### config.mk
export PLATFORM = sky130hd
export DESIGN_NAME = fnd_scan_controller
export DESIGN_NICKNAME = d
export VERILOG_FILES = /design/src/rtl/fnd_scan_controller.sv
export SDC_FILE = /design/constraint.sdc
export NUM_CORES = 1
export LEC_CHECK = 0
export CAP_MARGIN = 20
export CORE_AREA = 2 2 80 82
export CTS_CLUSTER_SIZE = 10
export DETAILED_ROUTE_END_ITERATION = 12
export DIE_AREA = 0 0 82 84
export GPL_ROUTABILITY_DRIVEN = 0
export PLACE_DENSITY = 0.76
export REMOVE_ABC_BUFFERS = 1
export SLEW_MARGIN = 10
export SYNTH_ARGS = -nofsm -noshare
export SYNTH_HDL_FRONTEND = slang
export SYNTH_SLANG_ARGS = --single-unit
### constraint.sdc
create_clock -name i_clk -period 3.4 [get_ports i_clk]
set_input_delay 0.68 -clock i_clk [delete_from_list [all_inputs] [get_ports i_clk]]
set_output_delay 0.68 -clock i_clk [all_outputs]
set_load 0.01 [all_outputs]
### src/rtl/fnd_scan_controller.sv
// rtl/fnd_scan_controller.sv - 4-digit FND scan sequencer with guard blanking, LZB and frame-synchronous update
//
// Purpose:
//   Steps the digit select 0..3. Each digit slot is GUARD_CYCLES blanked clocks
//   followed by DIV_COUNT lit clocks. The block presents the selected BCD nibble
//   and decimal point to the segment decoder, and drives the blank input of the
//   select decoder. The displayed value (shadow) is replaced only at the 3->0 wrap,
//   so a frame never shows a mix of old and new digits.
//
// Ports:
//   i_clk          system clock
//   i_reset        synchronous reset, active-high
//   i_en           1 = scanning, 0 = display off
//   i_value[15:0]  four BCD digits, [3:0] = digit0 (LSD)
//   i_load         1-clk strobe, captures i_value
//   i_dpMask[3:0]  decimal point per digit
//   i_lzb          leading-zero blanking enable
//   o_digitSelect  current digit index
//   o_blank        1 = all digit strobes off
//   o_bcd          BCD nibble of the current digit
//   o_dp           decimal point of the current digit
//   o_frame        1-clk pulse after each 3->0 wrap
module fnd_scan_controller #(
  parameter int DIV_COUNT    = 100_000,
  parameter int GUARD_CYCLES = 8
) (
  input  logic        i_clk,
  input  logic        i_reset,
  input  logic        i_en,
  input  logic [15:0] i_value,
  input  logic        i_load,
  input  logic [3:0]  i_dpMask,
  input  logic        i_lzb,
  output logic [1:0]  o_digitSelect,
  output logic        o_blank,
  output logic [3:0]  o_bcd,
  output logic        o_dp,
  output logic        o_frame
);

  localparam int CNT_MAX = (DIV_COUNT > GUARD_CYCLES) ? DIV_COUNT : GUARD_CYCLES;
  localparam int CW      = (CNT_MAX > 1) ? $clog2(CNT_MAX) : 1;
  localparam logic [CW-1:0] GUARD_LAST = CW'(GUARD_CYCLES - 1);
  localparam logic [CW-1:0] DIV_LAST   = CW'(DIV_COUNT - 1);

  typedef enum logic [1:0] {
    S_OFF   = 2'd0,
    S_GUARD = 2'd1,
    S_SHOW  = 2'd2
  } state_t;

  state_t        state, state_n;
  logic [CW-1:0] cnt, cnt_n;
  logic [1:0]    sel_n;
  logic [15:0]   shadow, shadow_n;
  logic [15:0]   pending, pending_n;
  logic          pend_valid, pend_valid_n;
  logic          wrap;
  logic          lz;
  logic          blank_n;
  logic [3:0]    bcd_n;
  logic          dp_n;

  always_comb begin
    state_n      = state;
    cnt_n        = cnt;
    sel_n        = o_digitSelect;
    shadow_n     = shadow;
    pending_n    = pending;
    pend_valid_n = pend_valid;
    wrap         = 1'b0;
    lz           = 1'b0;
    bcd_n        = 4'h0;

    // Sequencing: disabling wins over every other transition.
    if (!i_en) begin
      state_n = S_OFF;
      cnt_n   = '0;
      sel_n   = 2'd0;
    end else begin
      case (state)
        S_OFF: begin
          state_n = S_GUARD;
          cnt_n   = '0;
        end
        S_GUARD: begin
          if (cnt == GUARD_LAST) begin
            state_n = S_SHOW;
            cnt_n   = '0;
          end else begin
            cnt_n = cnt + CW'(1);
          end
        end
        S_SHOW: begin
          if (cnt == DIV_LAST) begin
            state_n = S_GUARD;
            cnt_n   = '0;
            sel_n   = o_digitSelect + 2'd1;
            wrap    = (o_digitSelect == 2'd3);
          end else begin
            cnt_n = cnt + CW'(1);
          end
        end
        default: begin
          state_n = S_OFF;
          cnt_n   = '0;
          sel_n   = 2'd0;
        end
      endcase
    end

    // Value path: while off there is no frame to tear, so loads land directly.
    // A load on the wrap edge is newer than anything pending and takes precedence.
    if (state == S_OFF) begin
      if (i_load) begin
        shadow_n     = i_value;
        pend_valid_n = 1'b0;
      end
    end else if (wrap) begin
      if (i_load) begin
        shadow_n = i_value;
      end else if (pend_valid) begin
        shadow_n = pending;
      end
      pend_valid_n = 1'b0;
    end else if (i_load) begin
      pending_n    = i_value;
      pend_valid_n = 1'b1;
    end

    // Outputs are computed from next-state values so the registers line up
    // with the state they describe.
    case (sel_n)
      2'd0: bcd_n = shadow_n[3:0];
      2'd1: bcd_n = shadow_n[7:4];
      2'd2: bcd_n = shadow_n[11:8];
      default: bcd_n = shadow_n[15:12];
    endcase

    case (sel_n)
      2'd1: lz = (shadow_n[15:4] == 12'h000);
      2'd2: lz = (shadow_n[15:8] == 8'h00);
      2'd3: lz = (shadow_n[15:12] == 4'h0);
      default: lz = 1'b0;
    endcase

    blank_n = (state_n != S_SHOW) || (i_lzb && lz);
    dp_n    = !blank_n && i_dpMask[sel_n];
  end

  always_ff @(posedge i_clk) begin
    if (i_reset) begin
      state         <= S_OFF;
      cnt           <= '0;
      shadow        <= 16'h0000;
      pending       <= 16'h0000;
      pend_valid    <= 1'b0;
      o_digitSelect <= 2'd0;
      o_blank       <= 1'b1;
      o_bcd         <= 4'h0;
      o_dp          <= 1'b0;
      o_frame       <= 1'b0;
    end else begin
      state         <= state_n;
      cnt           <= cnt_n;
      shadow        <= shadow_n;
      pending       <= pending_n;
      pend_valid    <= pend_valid_n;
      o_digitSelect <= sel_n;
      o_blank       <= blank_n;
      o_bcd         <= bcd_n;
      o_dp          <= dp_n;
      o_frame       <= wrap;
    end
  end

endmodule

==> results.toml, run 1 <==
[timing]
hold_ws_ps = 447
setup_viol = 0
rsz0062_at_grt = "no"
drv_slew = 0
hold_viol_final = 0
tns_ps = 0
min_period_ps = 3030
relSlewSlack_pct = 52.2
finalCritPeriodShare_pct = 89.0
tightest_slew_ps = 716
skew_ps = 6.51
fmax_mhz = 331

[global_route]
grt_max_degree = 41
antenna_found_initial = 0
grt_pass1_vias = 2767
grt_pass1_wl_um = 12800
grtUsageTotal_pct = 24.2
grt-ovfl-total = 0

[floorplan]
initial_core_util_pct = 52.4
die_x_um = 82
die-area_um2 = 6890
core-area_um2 = 6100
die_y_um = 84
num_rows = 29
io-pin-count = 34

[min_path]
hold-path-cell-count = 1
min-delay-start = "cnt[0]$_SDFF_PP0_"
hold_path.class = "register to register"
min_to = "cnt[0]$_SDFF_PP0_"

[route]
drt_wl_total_um = 7740
firstDrtPassIters = 4
antenna_left = 0
via_count = 2894
via_per_inst = 5.70
route.detailed.drc = 0
drt_iter0_drc = 171
wl_met3_um = 406
wl_met2_um = 3810
top_layer = "met4"
routedLengthMet1_um = 3300
post_drt_wl_per_cell_um = 15.2

[yosys]
synth_adder_area_share_pct = 2.35
synthMuxAreaShare_pct = 14.3
yosysTopAreaCell = "dfxtp_1"
synth_ff_type = "dfxtp_1"
seq_area_frac_synth_pct = 38.3
synth_compound_area_share_pct = 11.8
synth_top_cell_area_share_pct = 38.3
synth-edff-count = 0
yosys-top-cells-area = "dfxtp_1 38%, mux2i_1 13%, nor2_1 11%"
synth_top_family_by_area = "simple AND/OR/NAND/NOR gates"
yosys.cell_types.count = 50
syn_area_per_cell_um2 = 8.38
netlist_area_um2 = 3190
synthCells = 381
synth-xor-area-share_pct = 4.12
synthArstFlopShare_pct = 0
synthSimpleGateAreaFrac_pct = 25.6
synth_seq_cells = 61
yosys_warnings = 0

[setup_path]
crit_buf_inv = 1
critPathLaunchType = "input pin"
critical_path_cell_count = 9
reg2reg_from = "state[0]$_SDFF_PP0_"
r2r_slack_ps = 450
required_ps = 3620
regToRegEndpoint = "o_dp$_SDFF_PP0_"
cp_max_fo = 7
worstPathArrival_ps = 3240
path_cells = "clkdlybuf4s50_1 > and3_1 > and2_0 > nand2_2 > mux2i_1 > and4_1 > or4b_1 > a211oi_2 > nor3_1"
end_kind = "register"
reg2reg_depth = 10
crit_family = "simple AND/OR/NAND/NOR gates"
critPathSlowestCell = "clkdlybuf4s50_1"
cpPeakStageDelay_ps = 510
path_class = "input pin to register"

[clocking]
cts.sinks = 61
postCtsSetupBuffers = 0
post_cts_resized = 0
cts-buffers-inserted = 9
ctsHoldBuffers = 0
cts_buffer_depth = 2
cts_tree = "done"
h-tree-depth = 3
path_clk_slew_ps = 70
cts-root-buf = "clkbuf_8"
clkLatencyLatePin_ps = 340

[finish]
drive_gt1_share_pct = 10.9
antennaDiodeCount = 0
area_growth_pct = 21.7
final_nets = 459

[placed_design]
io_buffers = 33
hpwl_um = 5750

[power_and_ir_drop]
peakVddDrop_mv = 0.237
p_leak_nw = 1.53
powerDensity_nw_per_um2 = 396

[flow_run]
cap_violations = 0

[outcome]
status = "complete, no violations"
==> state kept, by name, indices dropped and copies added (netlist names) <==
signal	count
state	2
o_bcd	4
o_blank	1
o_frame	1
pend_valid	1
o_dp	1
cnt	17
shadow	16
pending	16
o_digitSelect	2
==> cell usage after synthesis (6+ instances only) <==
cell type and number:
inv_1 10, nand3_1 12, xnor2_1 9, nor3_1 11, xor2_1 6, a221oi_1 8, o21ai_0 9, ha_1 6
mux2i_1 41, clkbuf_1 15, nand2_1 19, dfxtp_1 61, nor2_1 92
==> kinds of logic (layout without fill, tap and decap cells) <==
family | count (synthesis) | count (layout)
simple gates | 172 | 172
flops | 61 | 61
compound gates | 52 | 52
mux | 45 | 45
buf+inv | 30 | 80
xor+xnor | 15 | 15
fa+ha+maj | 6 | 6
==> stage by stage <==
| step | utilization, % | instances | power (mW) | area [um^2] | setup WS [ps] |
|---|---|---|---|---|---|
| 3_3_place_gp | 61.0 | 494 | 0.992 | 3720 | 130 |
| 5_1_grt | 63.7 | 508 | 1.60 | 3880 | 257 |
| 2_1_floorplan | - | 363 | 0.888 | 3120 | 220 |
| 4_1_cts | 63.7 | 508 | 1.55 | 3880 | 415 |
| 6_report | 63.7 | 508 | 1.54 | 3880 | 375 |
| 3_5_place_dp | 61.0 | 494 | 0.997 | 3720 | 58.5 |
==> power breakdown <==
part / switching, mW / leakage (nW) / internal (mW)
Clock: 0.261 / 0.0881 / 0.294
Combinational: 0.111 / 0.947 / 0.112
Sequential: 0.0202 / 0.497 / 0.742
Total: 0.392 / 1.53 / 1.15
==> cell usage in the layout (no fill, tap or decap), types with 4 or more instances in the layout <==
cell type / count
o21ai_0: 9
nand3_1: 12
ha_1: 6
nor3_1: 11
nand2b_1: 4
buf_4: 20
nor2_1: 92
mux2_2: 4
a221oi_1: 8
mux2i_1: 41
clkdlybuf4s50_1: 33
nor2b_1: 4
dfxtp_1: 61
nand4_1: 4
xor2_1: 6
xnor2_1: 9
nand2_1: 19
a21oi_1: 4
inv_1: 10
and3_1: 4
clkbuf_8: 11
o221ai_1: 5
nor4_1: 4
==> how the worst max path moves through the flow <==
stage	startpoint	slack [ps]	end
finish	i_en	370	o_dp$_SDFF_PP0_
global route	cnt[0]$_SDFF_PP0_	260	o_dp$_SDFF_PP0_
CTS	i_en	420	o_dp$_SDFF_PP0_
detailed placement	i_en	60	o_dp$_SDFF_PP0_
global placement	i_en	130	o_dp$_SDFF_PP0_
floorplan	cnt[11]$_SDFF_PP0_	220	o_dp$_SDFF_PP0_
==> final cells by class <==
cell class	instances	area [um^2]
Timing Repair Buffer	54	500
Clock buffer	12	155
Sequential cell	61	1220
Inverter	12	45.0
Clock inverter	2	10.0
Fill cell	530	2210
Tap cell	77	96.3
Multi-Input combinational cell	290	1860
==> per-layer routing <==
layer | track usage [%] | vias to the layer above
met2 | 38.3 | 78
li1 | - | 1452
met3 | 6.71 | 19
met4 | 13.2 | 0
met5 | 0 | -
met1 | 29.0 | 1345
Power figures use the tool's default switching activity.
==> inputs of run 2 (changes only) <==
--- a/config.mk
+++ b/config.mk
@@ -5,13 +5,14 @@
 export SDC_FILE = /design/constraint.sdc
 export NUM_CORES = 1
 export LEC_CHECK = 0
+export ABC_AREA = 1
 export CAP_MARGIN = 20
-export CORE_AREA = 2 2 80 82
+export CORE_AREA = 2 2 83 85
 export CTS_CLUSTER_SIZE = 10
 export DETAILED_ROUTE_END_ITERATION = 12
-export DIE_AREA = 0 0 82 84
+export DIE_AREA = 0 0 85 87
 export GPL_ROUTABILITY_DRIVEN = 0
-export PLACE_DENSITY = 0.76
+export PLACE_DENSITY = 0.75
 export REMOVE_ABC_BUFFERS = 1
 export SLEW_MARGIN = 10
 export SYNTH_ARGS = -nofsm -noshare
==> run 2 against run 1 <==
Combinational power decreased by 13%. Count of clock-buffer cells in the layout increased by 2. Synthesized area increased by 7.7%. First-iteration DRC count increased by 14%. Critical endpoint is now o_bcd[3]$_SDFF_PP0_. Largest power group unchanged. Synthesized cell count increased by 32%. Sequential cell count unchanged. Sequential share of layout area decreased by 0.77 points. Hold slack got worse by 5.7 ps.
==> results.toml, run 2 <==
[outcome]
status = "complete, no violations"

[global_route]
grtUsageTotal_pct = 23.9
antenna_found_initial = 0
grt_pass1_wl_um = 14100
grt_max_degree = 34
grt-ovfl-total = 0
grt_pass1_vias = 3042

[timing]
rsz0062_at_grt = "no"
relSlewSlack_pct = 48.5
fmax_mhz = 393
setup_viol = 0
skew_ps = 6.28
tns_ps = 0
drv_slew = 0
hold_viol_final = 0
hold_ws_ps = 441
tightest_slew_ps = 773
min_period_ps = 2540
finalCritPeriodShare_pct = 74.8

[clocking]
clkLatencyLatePin_ps = 350
post_cts_resized = 0
path_clk_slew_ps = 60
cts_tree = "done"
cts_buffer_depth = 2
postCtsSetupBuffers = 0
cts.sinks = 61
cts-root-buf = "clkbuf_8"
ctsHoldBuffers = 0
h-tree-depth = 3
cts-buffers-inserted = 9

[setup_path]
worstPathArrival_ps = 2780
required_ps = 3640
regToRegEndpoint = "o_bcd[3]$_SDFF_PP0_"
end_kind = "register"
path_class = "register to register"
reg2reg_from = "pend_valid$_SDFFE_PP0P_"
r2r_slack_ps = 860
cp_max_fo = 17
reg2reg_depth = 9
critPathLaunchType = "register"

[finish]
post-route-cell-area_um2 = 3980
mostFrequentLayoutCells = "91 x nand2_1, 62 x inv_1, 61 x nor2_1, 61 x dfxtp_1, 51 x o21ai_0"
layout_commonest_cell = "nand2_1"
regMostFlops = "cnt"
antennaDiodeCount = 0
largest_reg_flops = 17
final_nets = 563
area_growth_pct = 15.8
drive_gt1_share_pct = 9.51
reg_top3 = "cnt x17, pending x16, shadow x16"

[min_path]
min-delay-start = "pending[4]$_SDFFE_PP0P_"
min_to = "pending[4]$_SDFFE_PP0P_"
hold-path-cell-count = 2
hold_path.class = "register to register"

[floorplan]
die_x_um = 85
die-area_um2 = 7400
initial_core_util_pct = 52.3
die_y_um = 87
io-pin-count = 34
num_rows = 30
core-area_um2 = 6570

[yosys]
synth_top_cell_area_share_pct = 35.5
yosys_warnings = 0
netlist_area_um2 = 3440
seq_area_frac_synth_pct = 35.5
synth_common_cells = "91 x nand2_1, 62 x inv_1, 61 x dfxtp_1, 61 x nor2_1, 51 x o21ai_0"
synth_ff_type = "dfxtp_1"
synth_seq_cells = 61
yosysTopAreaCell = "dfxtp_1"
yosys-top-cells-area = "dfxtp_1 36%, nand2_1 9.9%, o21ai_0 7.4%"
synthCells = 504
synthArstFlopShare_pct = 0
synth-edff-count = 0
yosys.cell_types.count = 40
syn_area_per_cell_um2 = 6.82
synth.most_common_cell = "nand2_1"

[flow_run]
cap_violations = 0

[placed_design]
hpwl_um = 5600
io_buffers = 33
placed_cell_area_um2 = 3800

[route]
firstDrtPassIters = 5
drt_iter0_drc = 195
post_drt_wl_per_cell_um = 13.5
via_per_inst = 5.41
antenna_left = 0
via_count = 3331
route.detailed.drc = 0
drt_wl_total_um = 8300

[power_and_ir_drop]
powerDensity_nw_per_um2 = 389
p_total_mw = 1.55
peakVddDrop_mv = 0.209
p_leak_nw = 1.62
-- run 2: changes by cell type after synthesis, sizes merged, moves of 6 or more --
cell,before,now
a21oi,5,39
a221oi,8,0
and3,6,0
buf,3,15
clkbuf,15,6
inv,10,65
mux2i,41,0
nand2,20,97
nand3,13,41
nor2,92,69
o21ai,11,58
xnor2,9,1
-- run 2: layout make-up --
| class | count | area, um^2 |
|---|---|---|
| Sequential cell | 61 | 1220 |
| Inverter | 66 | 248 |
| Multi-Input combinational cell | 356 | 1870 |
| Fill cell | 628 | 2590 |
| Timing Repair Buffer | 38 | 368 |
| Tap cell | 80 | 100 |
| Clock inverter | 1 | 5.00 |
| Clock buffer | 14 | 173 |
-- run 2: through the flow --
| stage | cells | setup slack [ps] | utilization, % |
|---|---|---|---|
| 3_3_place_gp | 601 | 669 | 57.9 |
| 4_1_cts | 616 | 889 | 60.6 |
| 5_1_grt | 616 | 513 | 60.6 |
| 2_1_floorplan | 483 | 1180 | - |
| 3_5_place_dp | 601 | 590 | 57.9 |
| 6_report | 616 | 856 | 60.6 |
-- run 2: critical path, stage by stage (launching register included) --
cell	delay, ps
dfxtp_1	700
clkinv_1	600
o21ai_0	320
nand2_1	70
nand2_1	80
nand3_1	120
o21ai_1	180
o21ai_1	110
o21ai_1	170
inv_1	60
-- run 2: logic make-up after synthesis --
family          share of synthesized area, %
simple gates                            32.7
compound gates                          17.9
buf+inv                                 10.2
flops                                   35.5
xor+xnor                                1.53
fa+ha+maj                               2.18
-- run 2: power by group --
part | internal (mW) | leakage, nW | switching (mW)
Clock | 0.320 | 0.0926 | 0.274
Sequential | 0.743 | 0.498 | 0.0172
Combinational | 0.0834 | 1.03 | 0.111
-- run 2: how the worst max path moves through the flow --
stage | start | end | slack [ps] | cells past startpoint
floorplan | state[0]$_SDFF_PP0_ | o_dp$_SDFF_PP0_ | 1180 | 11
global placement | i_en | o_dp$_SDFF_PP0_ | 670 | 13
detailed placement | i_en | o_dp$_SDFF_PP0_ | 590 | 13
CTS | pend_valid$_SDFFE_PP0P_ | o_bcd[3]$_SDFF_PP0_ | 890 | 9
global route | pend_valid$_SDFFE_PP0P_ | o_bcd[3]$_SDFF_PP0_ | 510 | 9
finish | pend_valid$_SDFFE_PP0P_ | o_bcd[3]$_SDFF_PP0_ | 860 | 9
-- run 2: metal layers --
layer / GRT usage, % / routed length, um / vias to the layer above
li1: - / - / 1707
met1: 32.3 / 3920 / 1510
met2: 36.6 / 3680 / 98
met3: 6.64 / 506 / 16
met4: 8.80 / 190 / 0
met5: 0 / 0 / -
==> inputs of run 3 (changes only) <==
--- a/config.mk
+++ b/config.mk
@@ -7,10 +7,10 @@
 export LEC_CHECK = 0
 export ABC_AREA = 1
 export CAP_MARGIN = 20
-export CORE_AREA = 2 2 83 85
+export CORE_AREA = 2 2 85 87
 export CTS_CLUSTER_SIZE = 10
 export DETAILED_ROUTE_END_ITERATION = 12
-export DIE_AREA = 0 0 85 87
+export DIE_AREA = 0 0 87 89
 export GPL_ROUTABILITY_DRIVEN = 0
 export PLACE_DENSITY = 0.75
 export REMOVE_ABC_BUFFERS = 1
==> constraint.sdc (replaced) <==
create_clock -name i_clk -period 2.1 [get_ports i_clk]
set_input_delay 0.42 -clock i_clk [delete_from_list [all_inputs] [get_ports i_clk]]
set_output_delay 0.42 -clock i_clk [all_outputs]
set_load 0.01 [all_outputs]
==> run 3 against run 2 <==
Design area is 11% higher. Clock power is 64% higher. Die area is 4.7% higher. Final cell count is 7.0% higher. Critical path depth is 4 higher. Register-to-register slack worse by 790 ps. Count of clock-buffer cells in the layout stayed put. Via count is 5.4% higher. Highest routed layer unchanged.
==> results.toml, run 3 (same netlist as run 2, synthesis figures left out) <==
[outcome]
status = "complete, no violations"

[setup_path]
path_cells = "clkdlybuf4s50_1 > nand2_1 > nor2_4 > nand4_4 > buf_4 > nand3_1 > nand2_1 > a21oi_1 > nand2_1 > nor2_1 > nand3_2 > nand2_2 > nor2_1"
crit_path_frequent_cell = "nand2_1"
end_kind = "register"
crit_family = "simple AND/OR/NAND/NOR gates"
cpPeakStageDelay_ps = 500
reg2reg_from = "o_digitSelect[0]$_SDFF_PP0_"
critPathLaunchType = "input pin"
r2r_slack_ps = 70
critPathSlowestCell = "clkdlybuf4s50_1"
path_class = "input pin to register"
worstPathArrival_ps = 2280
crit_buf_inv = 2
required_ps = 2350
cp_max_fo = 5
reg2reg_depth = 13
regToRegEndpoint = "o_dp$_SDFF_PP0_"

[route]
drt_iter0_drc = 242
firstDrtPassIters = 5
route.detailed.drc = 0
drt_wl_total_um = 9100
via_per_inst = 5.33
post_drt_wl_per_cell_um = 13.8
via_count = 3512
antenna_left = 0

[global_route]
antenna_found_initial = 0
grt_pass1_wl_um = 14100
grt_max_degree = 32
grtUsageMet3_pct = 3.51
grt-ovfl-total = 0
met2_usage_pct = 37.5
use_met1_pct = 31.4
grt_pass1_vias = 3076
grtUsageTotal_pct = 23.3
busiest_layer = "met2"

[clocking]
cts-buffers-inserted = 9
cts-root-buf = "clkbuf_8"
cts_buffer_depth = 2
cts.sinks = 61
path_clk_slew_ps = 60
h-tree-depth = 3
cts_tree = "done"
ctsHoldBuffers = 0
clkLatencyLatePin_ps = 350

[floorplan]
io-pin-count = 34
initial_core_util_pct = 51.2
die_x_um = 87
die_y_um = 89
core-area_um2 = 6720
die-area_um2 = 7740
num_rows = 30

[finish]
largest_reg_flops = 17
reg_top3 = "cnt x17, pending x16, shadow x16"
mostFrequentLayoutCells = "91 x nand2_1, 61 x inv_1, 59 x nor2_1, 56 x dfxtp_1, 51 x o21ai_0"
final_nets = 606
layout_commonest_cell = "nand2_1"
antennaDiodeCount = 0
drive_gt1_share_pct = 18.7
fillCellCount = 550
final_cells = 659
regMostFlops = "cnt"
area_growth_pct = 29.0

[timing]
tns_ps = 0
relSlewSlack_pct = 79.0
finalCritPeriodShare_pct = 97.0
fmax_mhz = 491
tightest_slew_ps = 312
hold_viol_final = 0
min_period_ps = 2040
hold_ws_ps = 441
drv_slew = 0
skew_ps = 10.2
setup_viol = 0

[power_and_ir_drop]
seqPwrFrac_pct = 48.0
p_clk_share_pct = 38.0
powerDensity_nw_per_um2 = 577
p_switching_mw = 0.673
p_int_mw = 1.89
peakVddDrop_mv = 0.296
p_leak_nw = 1.87
switching_share_pct = 26.3
comb_power_share_pct = 14.0

[min_path]
hold-path-cell-count = 2
min-delay-start = "pending[5]$_SDFFE_PP0P_"
min_to = "pending[5]$_SDFFE_PP0P_"
hold_path.class = "register to register"

[placed_design]
dp_cells = 630
hpwl_um = 6080
io_buffers = 33

[flow_run]
cap_violations = 0
## run 3: cell types whose count changed in the layout (fill, tap and decap cells not counted), sizes merged
cell | before | now
clkinv | 2 | 1
buf | 5 | 47
clkinvlp | 0 | 1
nand4 | 8 | 9
## run 3: worst reg2reg max path, stage by stage (launching register included)
cell and delay, ps:
dfxtp_1 410, ha_1 180, nand2_1 90, nor2_4 160
nand4_4 200, buf_4 200, nand3_1 60, nand2_1 50
a21oi_1 170, nand2_1 70, nor2_1 150, nand3_2 90
nand2_2 60, nor2_1 30
## run 3: cell type report
class	count	area (um^2)	area share, %
clock buffer	14	173	3.89
clock inverter	1	5.00	0.113
inverter	66	251	5.67
sequential	61	1230	27.7
timing repair buffer	80	728	16.4
tap	80	100	2.26
multi-input combinational	357	1950	43.9
## run 3: how the worst max path moves through the flow
stage	from	end	slack [ps]	cells past startpoint
after floorplan	state[0]$_SDFF_PP0_	o_dp$_SDFF_PP0_	-120	11
after detailed placement	i_en	o_dp$_SDFF_PP0_	-210	13
after CTS	cnt[0]$_SDFF_PP0_	o_dp$_SDFF_PP0_	10	13
after global routing	o_digitSelect[0]$_SDFF_PP0_	o_dp$_SDFF_PP0_	-80	13
final	i_en	o_dp$_SDFF_PP0_	60	13
after global placement	i_en	o_dp$_SDFF_PP0_	-200	13
## run 3: through the flow
step	setup slack, ps	area (um^2)	power, mW	utilization (%)
floorplan	-119	3340	1.43	-
global route	-75.0	4430	2.65	66.0
detailed placement	-212	4050	1.60	60.2
finish	63.7	4430	2.56	66.0
global placement	-197	4050	1.59	60.2
CTS	10.9	4240	2.56	63.1
## run 3: power by group through the flow
| stage | Clock, mW | Combinational [mW] | Sequential [mW] |
|---|---|---|---|
| 2_1_floorplan | 0 | 0.174 | 1.25 |
| 3_3_place_gp | 0 | 0.342 | 1.25 |
| 3_5_place_dp | 0 | 0.348 | 1.25 |
| 4_1_cts | 0.979 | 0.351 | 1.23 |
| 5_1_grt | 1.02 | 0.400 | 1.23 |
| 6_report | 0.972 | 0.359 | 1.23 |
## run 3: timing repair
action,4_1_cts,5_1_grt
setup buffers,2,11
pin swaps,1,9
endpoints found under the hold margin,0,0
endpoints found under the setup margin,1,12
gates cloned,0,1
gates resized for setup,0,23
## run 3: per-layer routing
layer | share of wire, % | up-vias
li1 | - | 1791
met1 | 46 | 1599
met2 | 46 | 98
met3 | 5.1 | 24
met4 | 2.5 | 0
met5 | 0 | -
